$ cat config.mk
export PLATFORM = sky130hd
export DESIGN_NAME = mac_seq_ctrl
export DESIGN_NICKNAME = d
export VERILOG_FILES = /design/src/rtl/mac_seq_ctrl.sv
export SDC_FILE = /design/constraint.sdc
export NUM_CORES = 1
export LEC_CHECK = 0
export ABC_AREA = 1
export BUFFER_PORTS_ARGS = -buffer_cell sky130_fd_sc_hd__buf_4
export CORE_UTILIZATION = 50
export CTS_CLUSTER_DIAMETER = 50
export DETAILED_ROUTE_END_ITERATION = 10
export MAX_ROUTING_LAYER = met4
export PLACE_DENSITY = 0.77
export SKIP_LAST_GASP = 1
export SLEW_MARGIN = 20
export SYNTH_ARGS = -nofsm -noshare
export SYNTH_HDL_FRONTEND = slang
export SYNTH_SLANG_ARGS = --single-unit
$ cat constraint.sdc
create_clock -name clk -period 2.2 [get_ports clk]
set_clock_uncertainty 0.05 [all_clocks]
set_input_delay 0.11 -clock clk [delete_from_list [all_inputs] [get_ports clk]]
set_output_delay 0.11 -clock clk [all_outputs]
set_load 0.01 [all_outputs]
$ cat src/rtl/mac_seq_ctrl.sv
// Sequenced multiply-accumulate controller: takes a job of 1..16 operand
// pairs, accumulates a*b into an ACC_W-bit register and presents the result.
module mac_seq_ctrl #(
    parameter int ACC_W = 8
) (
    input  logic             clk,
    input  logic             rst_n,
    input  logic             start,
    input  logic [3:0]       len,
    input  logic             in_valid,
    output logic             in_ready,
    input  logic [3:0]       a,
    input  logic [3:0]       b,
    output logic             res_valid,
    input  logic             res_ready,
    output logic [ACC_W-1:0] result,
    output logic             ovf,
    output logic             busy
);

    typedef enum logic [1:0] {
        S_IDLE = 2'd0,
        S_RUN  = 2'd1,
        S_DONE = 2'd2
    } state_t;

    state_t           r_state;
    state_t           w_nextState;
    logic [ACC_W-1:0] r_acc;
    logic [4:0]       r_count;
    logic             r_ovf;

    logic             w_accept;
    logic             w_lastBeat;
    logic [7:0]       w_prod;
    logic [ACC_W:0]   w_sum;
    logic [4:0]       w_jobLen;

    assign w_prod     = a * b;
    assign w_sum      = {1'b0, r_acc} + {{(ACC_W + 1 - 8){1'b0}}, w_prod};
    assign w_jobLen   = (len == 4'd0) ? 5'd16 : {1'b0, len};
    assign w_accept   = in_valid && (r_state == S_RUN);
    assign w_lastBeat = w_accept && (r_count == 5'd1);

    always_ff @(posedge clk or negedge rst_n) begin
        if (!rst_n) begin
            r_state <= S_IDLE;
        end else begin
            r_state <= w_nextState;
        end
    end

    // start is only looked at in IDLE, so a start during a DONE handshake is dropped
    always_comb begin
        w_nextState = r_state;
        case (r_state)
            S_IDLE: if (start)      w_nextState = S_RUN;
            S_RUN:  if (w_lastBeat) w_nextState = S_DONE;
            S_DONE: if (res_ready)  w_nextState = S_IDLE;
            default:                w_nextState = S_IDLE;
        endcase
    end

    always_ff @(posedge clk or negedge rst_n) begin
        if (!rst_n) begin
            r_acc   <= '0;
            r_count <= '0;
            r_ovf   <= 1'b0;
        end else if (r_state == S_IDLE && start) begin
            r_acc   <= '0;
            r_count <= w_jobLen;
            r_ovf   <= 1'b0;
        end else if (w_accept) begin
            r_acc   <= w_sum[ACC_W-1:0];
            r_count <= r_count - 5'd1;
            r_ovf   <= r_ovf | w_sum[ACC_W];
        end
    end

    assign in_ready  = (r_state == S_RUN);
    assign res_valid = (r_state == S_DONE);
    assign busy      = (r_state == S_RUN) || (r_state == S_DONE);
    assign result    = r_acc;
    assign ovf       = r_ovf;

endmodule

# Yosys cells after proc, flatten, opt, wreduce, memory -nomap -nowiden
# Cells that the tools add are included.
totals:
  reg_bits: 16
  input_bits: 17
  out_inout_bits: 12
op_classes:
  addsub: 2
  mul: 1
  eq_ne: 6
  mux: 11
  n_bitwise: 1
  n_reduce_logical: 8
ops:
  columns: ["operator", "count"]
  rows:
  - ["$mux 8", 2]
  - ["$mux 5", 3]
  - ["$add 8x8->9", 1]
  - ["$mul 4x4->8", 1]
  - ["$mux 2", 3]
  - ["$pmux 2 s3", 1]
  - ["$eq 5x1->1 const B", 1]
  - ["$sub 5x1->5 const B", 1]
  - ["$logic_not 4->1", 1]
  - ["$ne 2x1->1 const B", 2]
  - ["$logic_and 1x1->1", 3]
  - ["$reduce_and 3->1", 1]
  - ["$eq 2x1->1 const B", 1]
  - ["$eq 2x2->1 const B", 1]
  - ["$logic_not 2->1", 1]
  - ["$mux 1", 2]
  - ["$ne 2x2->1 const B", 1]
  - ["$reduce_bool 2->1", 1]
  - ["$logic_or 1x1->1", 1]
  - ["$or 1x1->1", 1]

# Logic depth before layout (Yosys ltp)
# Gate-level depths: netlist of run 1.
logic_depth:
  ltp_word: 5
  ltp_mapped: 15
  depth_no_buf: 15

# Worst setup path before layout of run 1
# No wires, ideal clock.
synth_path:
  path_kind: "input-to-reg"
  from: "in a[0]"
  to: "reg r_ovf (netlist: ovf)"
  setup_ns: 0.073
  arrival_ns: 2.586
  required_time_ns: 2.077
  path_slack_ns: -0.509
  path_stages: 13
  path_buffers: 0
  path_cell_list: "nand2_1 fa_1 fa_1 fa_1 inv_1 ha_1 nand2_1 nand3_2 nand2_1 nand2_1 nand2_1 nand3_2 a21oi_2"
synth_via:
  elab_chain_len: 5
synth_rtl:
  columns: ["element", "line", "text"]
  rows:
  - ["start: declaration", "12", "input logic [3:0] a,"]
  - ["$mul 4x4->8", "39", "assign w_prod = a * b;"]
  - ["$add 8x8->9", "40", "assign w_sum = {1'b0, r_acc} + {{(ACC_W + 1 - 8){1'b0}}, w_prod};"]
  - ["$or 1x1->1", "76", "r_ovf <= r_ovf | w_sum[ACC_W];"]
  - ["$mux 1", "73", "end else if (w_accept) begin"]
  - ["$mux 1", "69", "end else if (r_state == S_IDLE && start) begin"]
  - ["end signal: assignment", "76", null]
  - ["end: declaration", "31", "logic r_ovf;"]
# Every way passes these cells. The select of a mux whose other input is x is not followed.
# A chain may end at the register's enable or synchronous reset.

# Worst setup path in the final report of run 1
layout_path:
  from: "in b[1]"
  to: "reg r_ovf (netlist: ovf)"
layout_via:
  elab_chain_len: 5
layout_rtl:
  columns: ["element", "line", "text"]
  rows:
  - ["start: declaration", "13", "input logic [3:0] b,"]
  - ["$mul 4x4->8", "39", null]
  - ["$add 8x8->9", "40", null]
  - ["$or 1x1->1", "76", null]
  - ["$mux 1", "73", null]
  - ["$mux 1", "69", null]
# Every way passes these cells. The select of a mux whose other input is x is not followed.

==> impl_metrics.yaml, run 1 <==
status:
  outcome: "finished with violations"
  violations: "negative setup slack"
setup_path:
  worst_path_largest_cell_delay_ps: 540
  reg2reg_depth: 11
  path_class: "input port to flop"
  cpMostUsedCell: "fa_1"
  crit_required_ps: 2370
  end_kind: "flop"
  r2r-start: "result[2]"
  cp-start-kind: "input port"
  crit_fanout: 4
  critPathSlowestCell: "fa_1"
  cp_data_arrival_time_ps: 2600
  ff2ff_setup_slack_ps: 70
  cp_cell_sequence: "buf_12, nand2_8, fa_1, fa_1, fa_1, inv_2, ha_4, nand2_4, nand3_4, nand2_2, nand2_1, nand2_1, nand3_2, a21oi_2"
  reg2reg_to: "ovf"
  crit_buf_inv: 2
  cp_top_family: "adder cells"
grt:
  gr-total-overflow: 0
  grt_pass1_vias: 1294
  grt_usage_pct: 22.28
  antenna_found_initial: 0
  grt_max_degree: 17
  grt_pass1_wl_um: 5685
floorplan:
  std_cell_rows: 20
  core_um2: 3028
  die_w_um: 58.42
  ios: 29
  die_h_um: 58.42
  die_area_um2: 3413
  start_util_pct: 52.56
route:
  ant_nets: 0
  route.detailed.drc: 0
  dr.pass1.iters: 4
  drtIter0Drc: 49
  via_per_inst: 4.670
  dr_total_vias: 1345
  totalWireLength_um: 3296
  wl_per_cell_um: 11.44
timing:
  timing.final.crit_period_ps: 2429
  worstMarginPinSlew_ps: 237.8
  worst_slack_ps: -229.4
  rsz0062_at_grt: "true"
  setup_viol: 6
  max_freq_mhz: 411.6
  final_max_slew_viol_count: 0
  fin_setup_tns_ps: -1004
  post-route-period-util_pct: 110.4
  hold_viol: 0
  maxSlewHeadroom_pct: 84.15
synthesis:
  synth_cell_types: 25
  synth_flop_cell: "dfrtp_1"
  syn-cell-area_um2: 1592
  ys_top_cells_by_count: "inv_1, nand2_1, ha_1"
  yosys-top-cells-area: "dfrtp_1, ha_1, inv_1, fa_1, nand2_1"
  synth_largest_area_cell: "dfrtp_1"
  netlist_instances: 198
  avgSynthCellArea_um2: 8.038
  yosysWarnings: 0
  synth_compound_area_share_pct: 12.34
  synth_top_area_share_pct: 25.16
  async_reset_ff_share_pct: 100.0
  yosys_register_bits: 16
  synth_xor_area_share_pct: 1.651
  seq_area_frac_synth_pct: 25.16
  yosysMostFrequentCell: "inv_1"
  synthMuxAreaShare_pct: 0
  synth-simple-area-share_pct: 17.77
  synth_top_family_by_area: "adder cells"
  synth_enable_flop_cells: 0
  synthAdderAreaFrac_pct: 29.40
  syn_nets: 247
finish:
  seqCellArea_um2: 400.4
  syn_to_final_growth_pct: 36.40
  n_antenna_cell: 0
  multi_input_area_um2: 1106
  n_fill_cell: 232
  final_net_count: 294
  drive_gt1_share_pct: 30.74
min_path:
  min_path_type: "input port to flop"
  hold_end: "r_count[4]"
  hp-start: "len[1]"
  hold_depth: 4
pwr:
  ir_drop_mv: 0.6673
  power.leakage_nw: 1.222
  power_density_nw_per_um2: 1051
placed_design:
  dpl_worst_slack_ps: -568.9
  globalplace.congestion: 0.8671
  dpl.hpwl_um: 2625
  io_buffers: 28
run:
  cap_violations: 0
clock_network:
  cts_buffer_depth: 2
  cts-root-buf: "clkbuf_4"
  h-tree-depth: 1
  numCtsBuffers: 3
  numClockSinks: 16
  cts_tree: "done"
  cts.clk_slew.worst_paths_ps: 90
  worstSkewPairLatency_ps: 280
[how the worst max path moves through the flow]
stage          startpoint        end  slack (ps)  depth (start not counted)
2_1_floorplan        b[1]  result[6]        -320                         11
3_3_place_gp         a[2]  result[6]        -540                         12
3_5_place_dp         b[1]  result[6]        -570                         12
4_1_cts              b[1]        ovf        -190                         16
5_1_grt              b[1]  result[7]        -300                         14
6_report             b[1]        ovf        -230                         14
[power by group]
| part | total [mW] | leakage, nW | switching, mW | internal (mW) |
|---|---|---|---|---|
| combinational | 1.57 | 0.994 | 0.852 | 0.720 |
| sequential | 0.518 | 0.207 | 0.0955 | 0.423 |
| clock | 0.192 | 0.0210 | 0.0913 | 0.101 |
| total | 2.28 | 1.22 | 1.04 | 1.24 |
[final cells by class]
class                      count  area share, %
timing repair buffer          42          16.37
clock buffer                   4          1.671
sequential                    16          18.44
tap                           44          2.536
multi-input combinational    124          50.95
inverter                      58          10.03
[flip-flops by register name (all words and copies together) (netlist names)]
signal / flops
r_state: 2
r_count: 5
result: 8
ovf: 1
[stage by stage]
step | hold WS (ps) | instances | power (mW) | cell area [µm²] | utilization, %
2_1_floorplan | -235.6 | 198 | 1.474 | 1655 | -
3_3_place_gp | -72.70 | 281 | 1.929 | 2003 | 66.16
3_5_place_dp | -74.07 | 281 | 1.961 | 2003 | 66.16
4_1_cts | 85.06 | 288 | 2.243 | 2132 | 70.41
5_1_grt | 91.14 | 288 | 2.509 | 2171 | 71.69
6_report | 96.10 | 288 | 2.282 | 2171 | 71.69
[layout by cell type (no fill, tap or decap), drive strengths merged, types with 5 or more instances in the layout]
cell	instances
nand3	11
dfrtp	16
nand2	44
inv	58
a21oi	7
o21ai	10
fa	9
o221ai	5
buf	39
nor2	5
ha	23
[logic make-up (layout without fill, tap and decap cells)]
logic type | Yosys count | after routing
simple gates | 61 | 61
buf+inv | 58 | 104
fa+ha+maj | 32 | 32
compound gates | 28 | 28
flops | 16 | 16
xor+xnor | 3 | 3
[worst min-delay path, cell delays in order]
cell     delay (ps)
buf_4            80
inv_1            40
nand4_1          90
a31oi_1          80
[layer usage]
metal	track usage [%]	routed length [µm]
met1	32.07	1672
met2	34.15	1556
met3	4.176	67
met4	2.041	0
met5	-	0
[repair_timing]
action                                 in CTS  in global routing
pin swaps                                   4                  5
resized for setup                          12                  9
endpoints found under the hold margin      18                  0
setup endpoints to repair                   6                  6
hold buffers                                3                  0
buffers inserted                            0                  0
Note: power is estimated with default switching activity, not from simulation.
==> inputs of run 2 (changes only) <==
--- a/config.mk
+++ b/config.mk
@@ -5,7 +5,7 @@
 export SDC_FILE = /design/constraint.sdc
 export NUM_CORES = 1
 export LEC_CHECK = 0
-export ABC_AREA = 1
+export ABC_AREA = 0
 export BUFFER_PORTS_ARGS = -buffer_cell sky130_fd_sc_hd__buf_4
 export CORE_UTILIZATION = 50
 export CTS_CLUSTER_DIAMETER = 50
==> run 2 against run 1 <==
Net effect: the run still ends with negative setup slack left; flip-flop and latch count did not move; non-clock buffer count rose by 13; count of clock-buffer cells in the layout did not move; clock power rose by 7%; sequential share of layout area fell by 0.26 points; critical path type unchanged; largest cell class unchanged; largest power group unchanged; highest routed layer is now met4.
==> impl_metrics.yaml, run 2 <==
timing:
  setup_viol: 6
  fin_setup_tns_ps: -2927
  worst_slack_ps: -577.7
  final_max_slew_viol_count: 0
  hold_viol: 0
  worstMarginPinSlew_ps: 437.4
  rsz0062_at_grt: "true"
  timing.final.crit_period_ps: 2778
  maxSlewHeadroom_pct: 70.84
  max_freq_mhz: 360.0
  post-route-period-util_pct: 126.3
pwr:
  finalPower_mw: 2.352
  power_density_nw_per_um2: 1068
  power.leakage_nw: 1.115
  ir_drop_mv: 0.7301
route:
  drtIter0Drc: 62
  wl_per_cell_um: 14.86
  dr_total_vias: 1473
  dr.pass1.iters: 4
  totalWireLength_um: 4071
  via_per_inst: 5.376
  route.detailed.drc: 0
  ant_nets: 0
placed_design:
  dpl.hpwl_um: 3105
  dpl_cell_area_um2: 2026
  globalplace.congestion: 0.8532
  io_buffers: 28
finish:
  final_cell_mix: "buf_4, inv_1, ha_1, dfrtp_1"
  largest_reg_flops: 8
  final_net_count: 280
  final_common_cell: "buf_4"
  syn_to_final_growth_pct: 38.58
  stdcell_area_um2: 2202
  n_antenna_cell: 0
  drive_gt1_share_pct: 32.17
synthesis:
  synth_enable_flop_cells: 0
  yosys_register_bits: 16
  async_reset_ff_share_pct: 100.0
  ys_top_cells_by_count: "inv_1, ha_1, nand2_1"
  synth_cell_types: 39
  avgSynthCellArea_um2: 9.080
  syn-cell-area_um2: 1589
  syn_nets: 224
  yosysMostFrequentCell: "inv_1"
  synth_largest_area_cell: "dfrtp_1"
  netlist_instances: 175
  synth_flop_cell: "dfrtp_1"
  yosysWarnings: 0
  yosys-top-cells-area: "dfrtp_1, ha_1, fa_1, inv_1, and2_1"
  seq_area_frac_synth_pct: 25.20
  synth_top_area_share_pct: 25.20
grt:
  gr-total-overflow: 0
  grt_usage_pct: 26.84
  grt_pass1_vias: 1455
  antenna_found_initial: 0
  grt_pass1_wl_um: 6665
  grt_max_degree: 17
floorplan:
  start_util_pct: 52.48
  std_cell_rows: 20
  ios: 29
  die_h_um: 58.38
  core_um2: 3028
  die_w_um: 58.38
  die_area_um2: 3408
min_path:
  hp-start: "len[3]"
  min_path_type: "input port to flop"
setup_path:
  worst_path_largest_cell_delay_ps: 550
  critPathSlowestCell: "fa_1"
  cpMostUsedCell: "fa_1"
  cp_top_family: "adder cells"
  startpoint: "a[0]"
  cp_data_arrival_time_ps: 2910
  crit_required_ps: 2330
  crit_buf_inv: 2
  r2r-start: "result[2]"
  crit_fanout: 3
  cp_cell_sequence: "buf_8, nand2_4, fa_1, fa_1, fa_1, inv_2, ha_4, nor2b_4, o21a_1, or3_1, a32o_1"
  end_kind: "flop"
  path_class: "input port to flop"
  cp-start-kind: "input port"
status:
  outcome: "finished with violations"
  violations: "negative setup slack"
clock_network:
  cts_buffer_depth: 2
  cts_tree: "done"
  cts.clk_slew.worst_paths_ps: 90
  numCtsBuffers: 3
  h-tree-depth: 1
  worstSkewPairLatency_ps: 310
  cts-root-buf: "clkbuf_4"
  numClockSinks: 16
run:
  cap_violations: 0
run 2: metal layers:
layer / GRT usage (%) / part of all wire, % / routed length [µm]
met5: - / 0 / 0
met1: 33.19 / 41 / 1664
met4: 6.803 / 3.6 / 148
met3: 5.055 / 5.0 / 202
met2: 45.48 / 51 / 2056
run 2: timing repair:
| action | CTS | global route |
|---|---|---|
| hold buffers | 4 | 0 |
| endpoints found under the hold margin | 19 | 0 |
| pin swaps | 13 | 6 |
| resized for setup | 12 | 8 |
| buffers inserted | 1 | 2 |
| endpoints found under the setup margin | 6 | 6 |
run 2: cell families after synthesis:
family	Yosys count	synth area share, %
AO/OA/AOI/OAI	34	15.75
AND/OR/NAND/NOR	54	18.03
multiplexers	2	1.417
buffers and inverters	33	7.952
adder cells (fa/ha/maj)	32	29.45
flip-flops	16	25.20
XOR/XNOR	4	2.205
run 2: cell type report:
| class | instances | area (µm²) |
|---|---|---|
| well taps | 44 | 55.05 |
| inverters | 29 | 108.9 |
| multi-input cells | 126 | 1152 |
| repair buffers | 55 | 449.2 |
| fillers | 204 | 825.8 |
| flip-flops and latches | 16 | 400.4 |
| clock buffers | 4 | 36.28 |
run 2: per-stage QoR:
stage / instances / worst slack (ps) / hold WS (ps) / util (%)
final: 274 / -577.7 / 40.93 / 72.73
after global routing: 274 / -618.6 / 40.29 / 72.73
after CTS: 272 / -599.7 / 40.43 / 71.03
after detailed placement: 263 / -976.0 / -65.98 / 66.90
after global placement: 263 / -894.7 / -69.28 / 66.90
after floorplan: 175 / -723.7 / -235.6 / -
run 2: where the power goes:
group          switching (mW)  internal (mW)  leakage, nW
registers               0.113          0.418        0.207
clock network           0.104          0.101       0.0210
logic                   0.808          0.809        0.887
run 2: worst register-to-register path: cells and delay by family (launching register included):
family	cells	cell delay (ps)
adder cells (fa/ha/maj)	2	910
AO/OA/AOI/OAI	2	510
flip-flops	1	370
buffers and inverters	3	280
AND/OR/NAND/NOR	2	190
run 2: worst paths after layout:
check                        endpoint  depth (start not counted)  slack (ps)
max reg2reg                 result[6]                          9        -240
min                        r_count[3]                          3          40
min reg2reg                r_state[0]                          1         490
max in group asynchronous  r_state[0]                          2        1750
min in group asynchronous   result[1]                          2         130
max                         result[5]                         11        -580
